File: src/rtl/fruit_template_scorer.sv
// rtl/fruit_template_scorer.sv - streams a feature frame against a template ROM and produces a SAD score and match flag
// Optional TEMPLATE_SCORE_MASK_EN: an all-ones template byte is a don't-care and adds nothing to the score.
module fruit_template_scorer #(
    parameter int ADDR_WIDTH = 11,
    parameter int DATA_WIDTH = 8,
    parameter int THRESH     = 16384
) (
    input  logic                            clk,
    input  logic                            tb_rst,
    input  logic                            start,
    input  logic                            feat_valid,
    input  logic [DATA_WIDTH-1:0]           feat_data,
    output logic                            feat_ready,
    output logic [ADDR_WIDTH-1:0]           rom_addr,
    input  logic [DATA_WIDTH-1:0]           rom_data,
    output logic                            busy,
    output logic                            done,
    output logic [ADDR_WIDTH+DATA_WIDTH-1:0] score,
    output logic                            match
);

    localparam int SW = ADDR_WIDTH + DATA_WIDTH;
    localparam logic [ADDR_WIDTH-1:0] LAST_IDX = '1;
    localparam logic [SW-1:0] THRESH_W = SW'(THRESH);

    typedef enum logic [1:0] {IDLE, LOAD, RUN, DONE} state_t;

    state_t                  state_q, state_d;
    logic [ADDR_WIDTH-1:0]   idx_q, idx_d;
    logic [SW-1:0]           score_q, score_d;
    logic                    match_q, match_d;
    logic [DATA_WIDTH:0]     abs_diff;

    always_comb begin
        if (feat_data >= rom_data) begin
            abs_diff = {1'b0, feat_data} - {1'b0, rom_data};
        end else begin
            abs_diff = {1'b0, rom_data} - {1'b0, feat_data};
        end
`ifdef TEMPLATE_SCORE_MASK_EN
        if (rom_data == {DATA_WIDTH{1'b1}}) begin
            abs_diff = '0;
        end
`endif
    end

    always_comb begin
        state_d    = state_q;
        idx_d      = idx_q;
        score_d    = score_q;
        match_d    = match_q;
        feat_ready = 1'b0;
        rom_addr   = '0;
        busy       = 1'b0;
        done       = 1'b0;
        case (state_q)
            IDLE: begin
                if (start) begin
                    state_d = LOAD;
                    idx_d   = '0;
                    score_d = '0;
                    match_d = 1'b0;
                end
            end
            LOAD: begin
                busy    = 1'b1;
                state_d = RUN;
            end
            RUN: begin
                busy       = 1'b1;
                feat_ready = 1'b1;
                rom_addr   = idx_q;
                if (feat_valid) begin
                    score_d = score_q + SW'(abs_diff);
                    idx_d   = idx_q + 1'b1;
                    if (idx_q == LAST_IDX) begin
                        state_d = DONE;
                        match_d = (score_d <= THRESH_W);
                    end else begin
                        // Prefetch the next template byte so rom_data lines up with the next feature.
                        rom_addr = idx_q + 1'b1;
                    end
                end
            end
            DONE: begin
                done    = 1'b1;
                state_d = IDLE;
            end
            default: state_d = IDLE;
        endcase
    end

    always_ff @(posedge clk or posedge tb_rst) begin
        if (tb_rst) begin
            state_q <= IDLE;
            idx_q   <= '0;
            score_q <= '0;
            match_q <= 1'b0;
        end else begin
            state_q <= state_d;
            idx_q   <= idx_d;
            score_q <= score_d;
            match_q <= match_d;
        end
    end

    assign score = score_q;
    assign match = match_q;

endmodule

File: config.mk
export PLATFORM = sky130hd
export DESIGN_NAME = fruit_template_scorer
export DESIGN_NICKNAME = d
export VERILOG_FILES = /design/src/rtl/fruit_template_scorer.sv
export SDC_FILE = /design/constraint.sdc
export NUM_CORES = 1
export LEC_CHECK = 0
export BUFFER_PORTS_ARGS = -buffer_cell sky130_fd_sc_hd__buf_2
export CAP_MARGIN = 10
export CORE_UTILIZATION = 40
export CTS_BUF_LIST = sky130_fd_sc_hd__clkbuf_8
export DETAILED_ROUTE_END_ITERATION = 10
export PLACE_DENSITY = 0.65
export SETUP_SLACK_MARGIN = 0.5
export SLEW_MARGIN = 20
export SYNTH_ARGS = -nofsm -noshare
export SYNTH_HDL_FRONTEND = slang
export SYNTH_SLANG_ARGS = --single-unit
File: constraint.sdc
create_clock -name clk -period 7 [get_ports clk]
set_clock_uncertainty 0.2 [all_clocks]
set_input_delay 0.7 -clock clk [delete_from_list [all_inputs] [get_ports clk]]
set_output_delay 0.7 -clock clk [all_outputs]
set_load 0.03 [all_outputs]
==> reports/metrics.csv, run 1 <==
metric,value,unit
hold_buffers,0,
diodes,0,
critPathLaunchType,input pin,
nNetsFinal,480,
clkPwrFrac,0.171,
tns,0,ns
avgSynthCellArea,8.16,um2
die_h,90.5,um
rr_startpoint,score[0],
drtAntennaViolNets,0,
status,"complete, no violations",
synth_compound_area_frac,0.263,
slew_violations,0,
post-route-min-period,4.79,ns
grt_overflow,0,
gp_congestion,0.863,
rsz0062_at_grt,no,
first_global_vias,2670,
synth_edf_count,0,
placed_cells,520,
worst-r2r-setup-slack,3.87,ns
synth_cells,384,
path_class,input pin to flop,
ys.warnings.count,0,
p_seq_frac,0.262,
dr.pass1.iters,4,
cts_buffer_depth,2,
fmax,0.209,GHz
ir_worst_vdd,0.108,mV
synth_async_sr_flop_share,1.00,
fp.dieW,90.5,um
yosys.area_share.simple,0.197,
leakagePower,1.74,nW
numPortBuffers,53,
routed_wl,7370,um
fin_cells,528,
synthAdderAreaFrac,0.135,
worstSkewPairLatency,0.29,ns
die_area,8190,um2
finalCritPeriodShare,0.684,
cts.repair.resized,0,
cts_tree,built,
tightest_slew,0.974,ns
grt_pass1_wl,12500,um
hpwlAfterDp,5500,um
slew_headroom,0.349,
vias,2884,
num_io_pins,54,
gr-usage-all-layers,0.184,
critPathLaunch,feat_data[4],
crit_path_end_kind,flop,
setup_viol,0,
synthMuxAreaShare,0.0248,
wl_per_cell,13.9,um
drc,0,
antenna_found_initial,0,
swShare,0.478,
cts_root_buffer,clkbuf_8,
cp_max_fo,10,
syn_to_final_growth,13.5,%
p_per_area,266,nW/um2
ys_types,58,
seq_area_frac_synth,0.263,
p_total,0.946,mW
switchingPower,0.452,mW
synth_fp_nets,436,
intPower,0.494,mW
clkTransAtPathRegs,0.07,ns
fillerInstances,739,
cap_viol_max_count,0,
synthesis.area,3130,um2
grt_max_degree,34,
worstRegToRegCells,10,
cts_htree_levels,2,
critPathArrivalTime,4.76,ns
clock_sink_count,33,
synth_xor_area_frac,0.0587,
post_cts_buffers,0,
initial_core_util,0.423,
worstPathRequired,6.98,ns
synth_top_family_by_area,compound AO/OA/AOI/OAI gates,
rows,31,
hold_viol_final,0,
core,7410,um2
regToRegEndpoint,match,
drtIter0Drc,123,
post-route-util,0.480,
hold_path.class,input pin to asynchronous set/reset pin,
via_per_inst,5.46,
p_comb_frac,0.567,
ys.flop_type,dfrtp_1,
synth_seq_cells,33,
layout-drive-gt1-share,0.196,
cts_made_buffers,5,
state kept, by name, indices dropped and copies added, names as in the netlist:
signal and flops:
match 1, idx_q 11, score 19, state_q 2
final cells by class:
type                            count  area [um2]  area share
Sequential cell                    33         826       0.232
Inverter                           27         101      0.0285
Tap cell                           99         124      0.0348
Clock buffer                        7        96.3      0.0271
Clock inverter                      1        5.00     0.00141
Multi-Input combinational cell    306        2120       0.597
Timing Repair Buffer               55         280      0.0788
worst max-delay path, cell delays in order:
cell,delay [ns]
buf_2,0.09
inv_1,0.04
ha_1,0.38
o21ai_1,0.17
nand2b_1,0.08
and3_2,0.23
a21oi_4,0.33
mux2_4,0.34
a221o_1,0.29
a31oi_1,0.18
xnor2_1,0.09
ha_1,0.42
nand3_1,0.16
o21ai_1,0.26
nor2_1,0.09
a221oi_2,0.40
nand2_1,0.13
a21o_1,0.19
a22o_1,0.17
synthesized netlist by cell type (all sizes together), types with 4 or more instances:
| cell | n | area share |
|---|---|---|
| a21o | 11 | 0.026 |
| a21oi | 24 | 0.047 |
| a22o | 7 | 0.020 |
| a311oi | 5 | 0.014 |
| a31oi | 4 | 0.0080 |
| and2 | 6 | 0.012 |
| and3 | 10 | 0.022 |
| buf | 5 | 0.011 |
| clkbuf | 13 | 0.016 |
| dfrtp | 33 | 0.26 |
| ha | 29 | 0.12 |
| inv | 27 | 0.032 |
| mux2i | 4 | 0.013 |
| nand2 | 44 | 0.054 |
| nand2b | 7 | 0.014 |
| nand3 | 12 | 0.019 |
| nand4 | 5 | 0.010 |
| nor2 | 20 | 0.025 |
| nor2b | 6 | 0.012 |
| nor3 | 7 | 0.013 |
| o21ai | 48 | 0.078 |
| o31ai | 5 | 0.014 |
| xnor2 | 13 | 0.036 |
| xor2 | 8 | 0.022 |
through the flow:
stage | setup slack, ns | hold WS, ns | area (um2)
after floorplan | 2.39 | 0.289 | 3130
after global placement | 2.04 | 0.288 | 3460
after detailed placement | 1.93 | 0.293 | 3460
after CTS | 2.23 | 0.307 | 3560
after global routing | 1.82 | 0.340 | 3560
final | 2.21 | 0.294 | 3560
logic make-up after synthesis:
family	after synthesis
buf+inv	45
fa+ha+maj	32
simple gates	123
compound gates	123
mux	7
flops	33
xor+xnor	21
power by group through the flow:
stage | Sequential, mW | Clock [mW] | Combinational, mW
2_1_floorplan | 0.273 | 0 | 0.394
3_3_place_gp | 0.250 | 0 | 0.526
3_5_place_dp | 0.251 | 0 | 0.538
4_1_cts | 0.248 | 0.167 | 0.538
5_1_grt | 0.252 | 0.174 | 0.591
6_report | 0.248 | 0.162 | 0.537
worst max-delay path by stage:
| stage | to | slack (ns) | depth (start not counted) |
|---|---|---|---|
| after floorplan | score[15] | 2.39 | 20 |
| after global placement | match | 2.04 | 18 |
| after detailed placement | score[15] | 1.93 | 19 |
| after CTS | match | 2.23 | 18 |
| after global routing | score[15] | 1.82 | 20 |
| final | score[15] | 2.21 | 19 |
cells in the final DEF, fill, tap and decap left out, drive strengths merged, types with 8 or more instances in the layout:
| master | netlist | final |
|---|---|---|
| o21ai | 48 | 48 |
| nand3 | 12 | 12 |
| buf | 5 | 55 |
| a21o | 11 | 11 |
| dfrtp | 33 | 33 |
| nor2 | 20 | 20 |
| and3 | 10 | 10 |
| ha | 29 | 29 |
| a21oi | 24 | 24 |
| inv | 27 | 27 |
| xnor2 | 13 | 13 |
| xor2 | 8 | 8 |
| nand2 | 44 | 44 |
metal layers:
metal	vias up	global-route usage	wire length [um]
met3	12	0.0244	281
met2	64	0.316	3470
met4	0	0.0685	137
met1	1355	0.233	3470
li1	1453	-	-
met5	-	0	0
(Power assumes the default switching activity.)
==> run 2: changes to the inputs <==
==> constraint.sdc (replaced) <==
create_clock -name clk -period 4.7 [get_ports clk]
set_clock_uncertainty 0.2 [all_clocks]
set_input_delay 0.47 -clock clk [delete_from_list [all_inputs] [get_ports clk]]
set_output_delay 0.47 -clock clk [all_outputs]
set_load 0.03 [all_outputs]
==> run 2 against run 1 <==
Against the previous run: count of clock-buffer cells in the layout down 1; clock power up 34%; worst setup slack worse by 1.6 ns; critical endpoint is now match; critical path type unchanged.
==> reports/metrics.csv, run 2 (synthesis gave the netlist of run 1 again) <==
metric,value,unit
critPathArrivalTime,4.07,ns
worstPathRequired,4.68,ns
rsz0062_at_grt,no,
hold_viol_final,0,
leakagePower,1.82,nW
grt_max_degree,34,
clock_sink_count,33,
postLayoutCellArea,3950,um2
fin_cells,539,
numPortBuffers,53,
slew_headroom,0.368,
place_area,3570,um2
drtAntennaViolNets,0,
gr-usage-all-layers,0.190,
cts_buffer_depth,2,
drc,0,
crit_path_end_kind,flop,
core,7410,um2
tns,0,ns
first_global_vias,2778,
hold_path.class,input pin to asynchronous set/reset pin,
path_class,input pin to flop,
final_common_cell,buf_2,
wl_met1,3710,um
critPathLaunchType,input pin,
cap_viol_max_count,0,
cts_htree_levels,2,
post-route-util,0.533,
setup_viol,0,
ir_worst_vdd,0.214,mV
cts_root_buffer,clkbuf_8,
rows,31,
syn_to_final_growth,26.0,%
vias,2950,
cts_made_buffers,5,
fmax,0.244,GHz
layout-drive-gt1-share,0.293,
initial_core_util,0.423,
via_per_inst,5.47,
die_h,90.5,um
largest_reg_flops,19,
fp.dieW,90.5,um
wl_per_cell,14.8,um
nNetsFinal,492,
diodes,0,
status,"complete, no violations",
cp_max_fo,7,
placed_cells,522,
grt_pass1_wl,12900,um
final_cell_mix,"buf_2, nand2_1, o21ai_0, dfrtp_1, inv_1",
dr_wl_met3,329,um
p_per_area,385,nW/um2
dr.pass1.iters,4,
worstSkewPairLatency,0.28,ns
cts_tree,built,
post-route-min-period,4.09,ns
top_layer,met4,
tightest_slew,0.949,ns
drtIter0Drc,116,
die_area,8190,um2
num_io_pins,54,
slew_violations,0,
routed_wl,7950,um
hpwlAfterDp,5580,um
gp_congestion,0.854,
antenna_found_initial,0,
clkTransAtPathRegs,0.07,ns
finalCritPeriodShare,0.871,
grt_overflow,0,
dr_wl_met2,3830,um
## run 2: cell count changes in the layout (fill, tap and decap cells not counted), moves of 2 or more
cell | previous run | this run
a21oi_1 | 21 | 19
buf_2 | 53 | 49
buf_4 | 2 | 14
buf_6 | 0 | 2
ha_1 | 29 | 17
ha_2 | 0 | 3
ha_4 | 0 | 9
inv_1 | 27 | 21
inv_2 | 0 | 5
mux2i_1 | 4 | 0
mux2i_4 | 0 | 3
nor3_1 | 6 | 4
o21ai_0 | 44 | 41
## run 2: cell type report
class	count	area (um2)
clock buffer	6	82.6
clock inverter	1	3.75
fill	716	3460
inverter	27	109
multi-input combinational	306	2400
sequential	33	826
tap	99	124
timing repair buffer	67	400
## run 2: repair_timing
| action | CTS | global route |
|---|---|---|
| buffers inserted | 2 | 8 |
| hold buffers | 0 | 0 |
| pin swaps | 2 | 26 |
| gates resized for setup | 5 | 41 |
| setup endpoints to repair | 3 | 10 |
## run 2: per-stage QoR
stage / setup WS, ns / total power, mW / hold slack (ns)
6_report: 0.606 / 1.52 / 0.0760
5_1_grt: 0.433 / 1.64 / 0.148
4_1_cts: 0.508 / 1.43 / 0.0933
3_5_place_dp: 0.0445 / 1.19 / 0.292
3_3_place_gp: 0.0888 / 1.18 / 0.292
2_1_floorplan: 0.487 / 1.01 / 0.289
## run 2: worst paths after layout
kind                                  start        to  slack (ns)  depth (start not counted)
worst max-delay path            rom_data[2]     match        0.61                         20
worst min-delay path                 tb_rst  idx_q[9]        0.08                          3
worst max register to register     score[0]     match        1.74                         10
worst min register to register        match     match        0.30                          2
max in group asynchronous            tb_rst     match        3.91                          3
min in group clk                      match     match        0.30                          2
## run 2: power by group
group          internal [mW]  total (mW)  leakage (nW)  switching, mW
clock network          0.114       0.217        0.0485          0.103
logic                  0.355       0.933          1.31          0.577
registers              0.325       0.370         0.452         0.0447
total                  0.795        1.52          1.82          0.725
## run 2: layer usage
layer | vias up | GRT usage
met3 | 10 | 0.0320
met5 | - | 0
met4 | 0 | 0.0470
met2 | 78 | 0.320
li1 | 1480 | -
met1 | 1382 | 0.252
## run 2: worst max-delay path: stages
cell	delay, ns
buf_2	0.12
ha_4	0.25
and4_4	0.21
a21oi_4	0.16
nand2_2	0.09
a21oi_4	0.14
buf_12	0.16
mux2_4	0.31
a221o_1	0.29
a31oi_1	0.19
xnor2_1	0.15
ha_2	0.33
nor2_1	0.12
nor2_1	0.05
o31a_1	0.12
or2_4	0.26
and3_4	0.21
nor3_2	0.17
a311oi_2	0.06
o41ai_2	0.20
==> run 3: changes to the inputs <==
--- a/config.mk
+++ b/config.mk
@@ -7,10 +7,10 @@
 export LEC_CHECK = 0
 export BUFFER_PORTS_ARGS = -buffer_cell sky130_fd_sc_hd__buf_2
 export CAP_MARGIN = 10
-export CORE_UTILIZATION = 40
+export CORE_UTILIZATION = 25
 export CTS_BUF_LIST = sky130_fd_sc_hd__clkbuf_8
 export DETAILED_ROUTE_END_ITERATION = 10
-export PLACE_DENSITY = 0.65
+export PLACE_DENSITY = 0.47
 export SETUP_SLACK_MARGIN = 0.5
 export SLEW_MARGIN = 20
 export SYNTH_ARGS = -nofsm -noshare
==> run 3 against run 2 <==
Against the previous run: first-iteration DRC count grew 51%; clock power grew 50%; highest routed layer unchanged; die area grew 59%; via count grew 0.58%; fmax grew 1.4%; total power grew 8.0%; sequential power is essentially flat; global-route usage shrank 5.9 points; count of clock-buffer cells in the layout shrank 1.
==> reports/metrics.csv, run 3 (synthesis gave the netlist of run 1 again) <==
metric,value,unit
final_cell_mix,"o21ai_0, nand2_1, buf_2, dfrtp_1, buf_4",
cts_root_buffer,clkbuf_8,
gp_congestion,0.773,
syn_to_final_growth,35.0,%
nNetsFinal,509,
dr.pass1.iters,4,
critPathLaunchType,input pin,
place_area,3670,um2
rows,40,
core,12100,um2
status,"complete, no violations",
clock_sink_count,33,
finalCritPeriodShare,0.859,
fp.dieW,114,um
leakagePower,1.92,nW
postLayoutCellArea,4230,um2
post-route-min-period,4.04,ns
fmax,0.248,GHz
drtAntennaViolNets,0,
cp_cell_sequence,buf_8 > inv_4 > ha_4 > and4_4 > a21oi_4 > nand2_2 > a21oi_4 > mux2_4 > a221o_1 > a31oi_2 > xnor2_1 > ha_1 > buf_4 > nor2_1 > nor2_1 > o31a_1 > or2_4 > and3_4 > nor3_2 > a311oi_2 > o41ai_2,
worst-r2r-setup-slack,1.79,ns
grt_max_degree,34,
gr-usage-all-layers,0.131,
initial_core_util,0.259,
vias,2967,
regToRegEndpoint,match,
cp_max_fo,5,
slowest_delay,0.34,ns
hpwlAfterDp,6130,um
hold_path.class,input pin to asynchronous set/reset pin,
via_per_inst,4.74,
hold_buffers,0,
rr_startpoint,score[0],
drc,0,
slew_headroom,0.331,
cts_made_buffers,5,
drtIter0Drc,175,
layout-drive-gt1-share,0.323,
first_global_vias,2852,
largest_reg_flops,19,
cap_viol_max_count,0,
rsz0062_at_grt,yes,
worstRegToRegCells,10,
worstPathRequired,4.69,ns
grt_overflow,0,
crit_buf_inv,3,
cts_buffer_depth,2,
critPathSlowestCell,ha_1,
setup_viol,0,
numPortBuffers,53,
crit_family,compound AO/OA/AOI/OAI gates,
antenna_found_initial,0,
p_per_area,388,nW/um2
path_class,input pin to flop,
cts_htree_levels,2,
critPathArrivalTime,4.03,ns
crit_path_end_kind,flop,
final_common_cell,o21ai_0,
slew_violations,0,
worstSkewPairLatency,0.29,ns
die_area,13000,um2
fillerInstances,1272,
diodes,0,
grt_pass1_wl,13800,um
tightest_slew,1.00,ns
num_io_pins,54,
die_h,114,um
wl_per_cell,13.8,um
routed_wl,8660,um
hold_viol_final,0,
clkTransAtPathRegs,0.08,ns
tns,0,ns
cts_tree,built,
ir_worst_vdd,0.192,mV
## run 3: changes by cell type in the layout (fill, tap and decap cells not counted), sizes merged
cell and change:
bufinv +2, clkbuf -2, buf +18, clkinv +1, inv -1
## run 3: layout make-up
class | count | area, um2 | area share
Multi-Input combinational cell | 306 | 2360 | 0.558
Inverter | 27 | 114 | 0.0269
Tap cell | 168 | 210 | 0.0497
Clock buffer | 5 | 68.8 | 0.0163
Timing Repair Buffer | 84 | 586 | 0.138
Clock inverter | 3 | 65.1 | 0.0154
Sequential cell | 33 | 826 | 0.195
## run 3: power breakdown
part | total, mW | leakage (nW) | internal (mW) | switching, mW
clock network | 0.325 | 0.0681 | 0.211 | 0.114
registers | 0.370 | 0.452 | 0.325 | 0.0448
logic | 0.947 | 1.40 | 0.374 | 0.572
total | 1.64 | 1.92 | 0.910 | 0.731
## run 3: worst max path at each step
stage	slack, ns	endpoint	from	depth (start not counted)
floorplan	0.49	match	rom_data[6]	20
finish	0.66	match	feat_data[1]	21
CTS	0.54	match	feat_data[1]	18
global placement	0.04	match	feat_data[1]	18
detailed placement	0.05	match	feat_data[1]	17
global route	0.41	match	feat_data[1]	21
## run 3: layer usage
| metal | vias to the layer above | share of wire | global-route usage |
|---|---|---|---|
| met5 | - | 0 | 0 |
| met2 | 48 | 0.49 | 0.226 |
| li1 | 1502 | - | - |
| met4 | 0 | 0.015 | 0.0390 |
| met1 | 1407 | 0.46 | 0.168 |
| met3 | 10 | 0.039 | 0.0213 |
## run 3: worst min-delay path, cell delays in order
cell and delay (ns):
buf_2 0.10, inv_1 0.04, buf_4 0.38
## run 3: timing repair
item,CTS,global route
setup endpoints to repair,3,6
setup buffers,5,20
resized for setup,6,49
pin swaps,6,28
## run 3: through the flow
stage	cells	hold WS, ns	power, mW	utilization	setup slack, ns
after floorplan	384	0.289	1.01	-	0.487
after global placement	593	0.295	1.21	0.303	0.0378
after detailed placement	593	0.280	1.22	0.303	0.0509
after CTS	606	0.0897	1.58	0.320	0.539
after global routing	626	0.108	1.77	0.349	0.405
final	626	0.0573	1.64	0.349	0.662
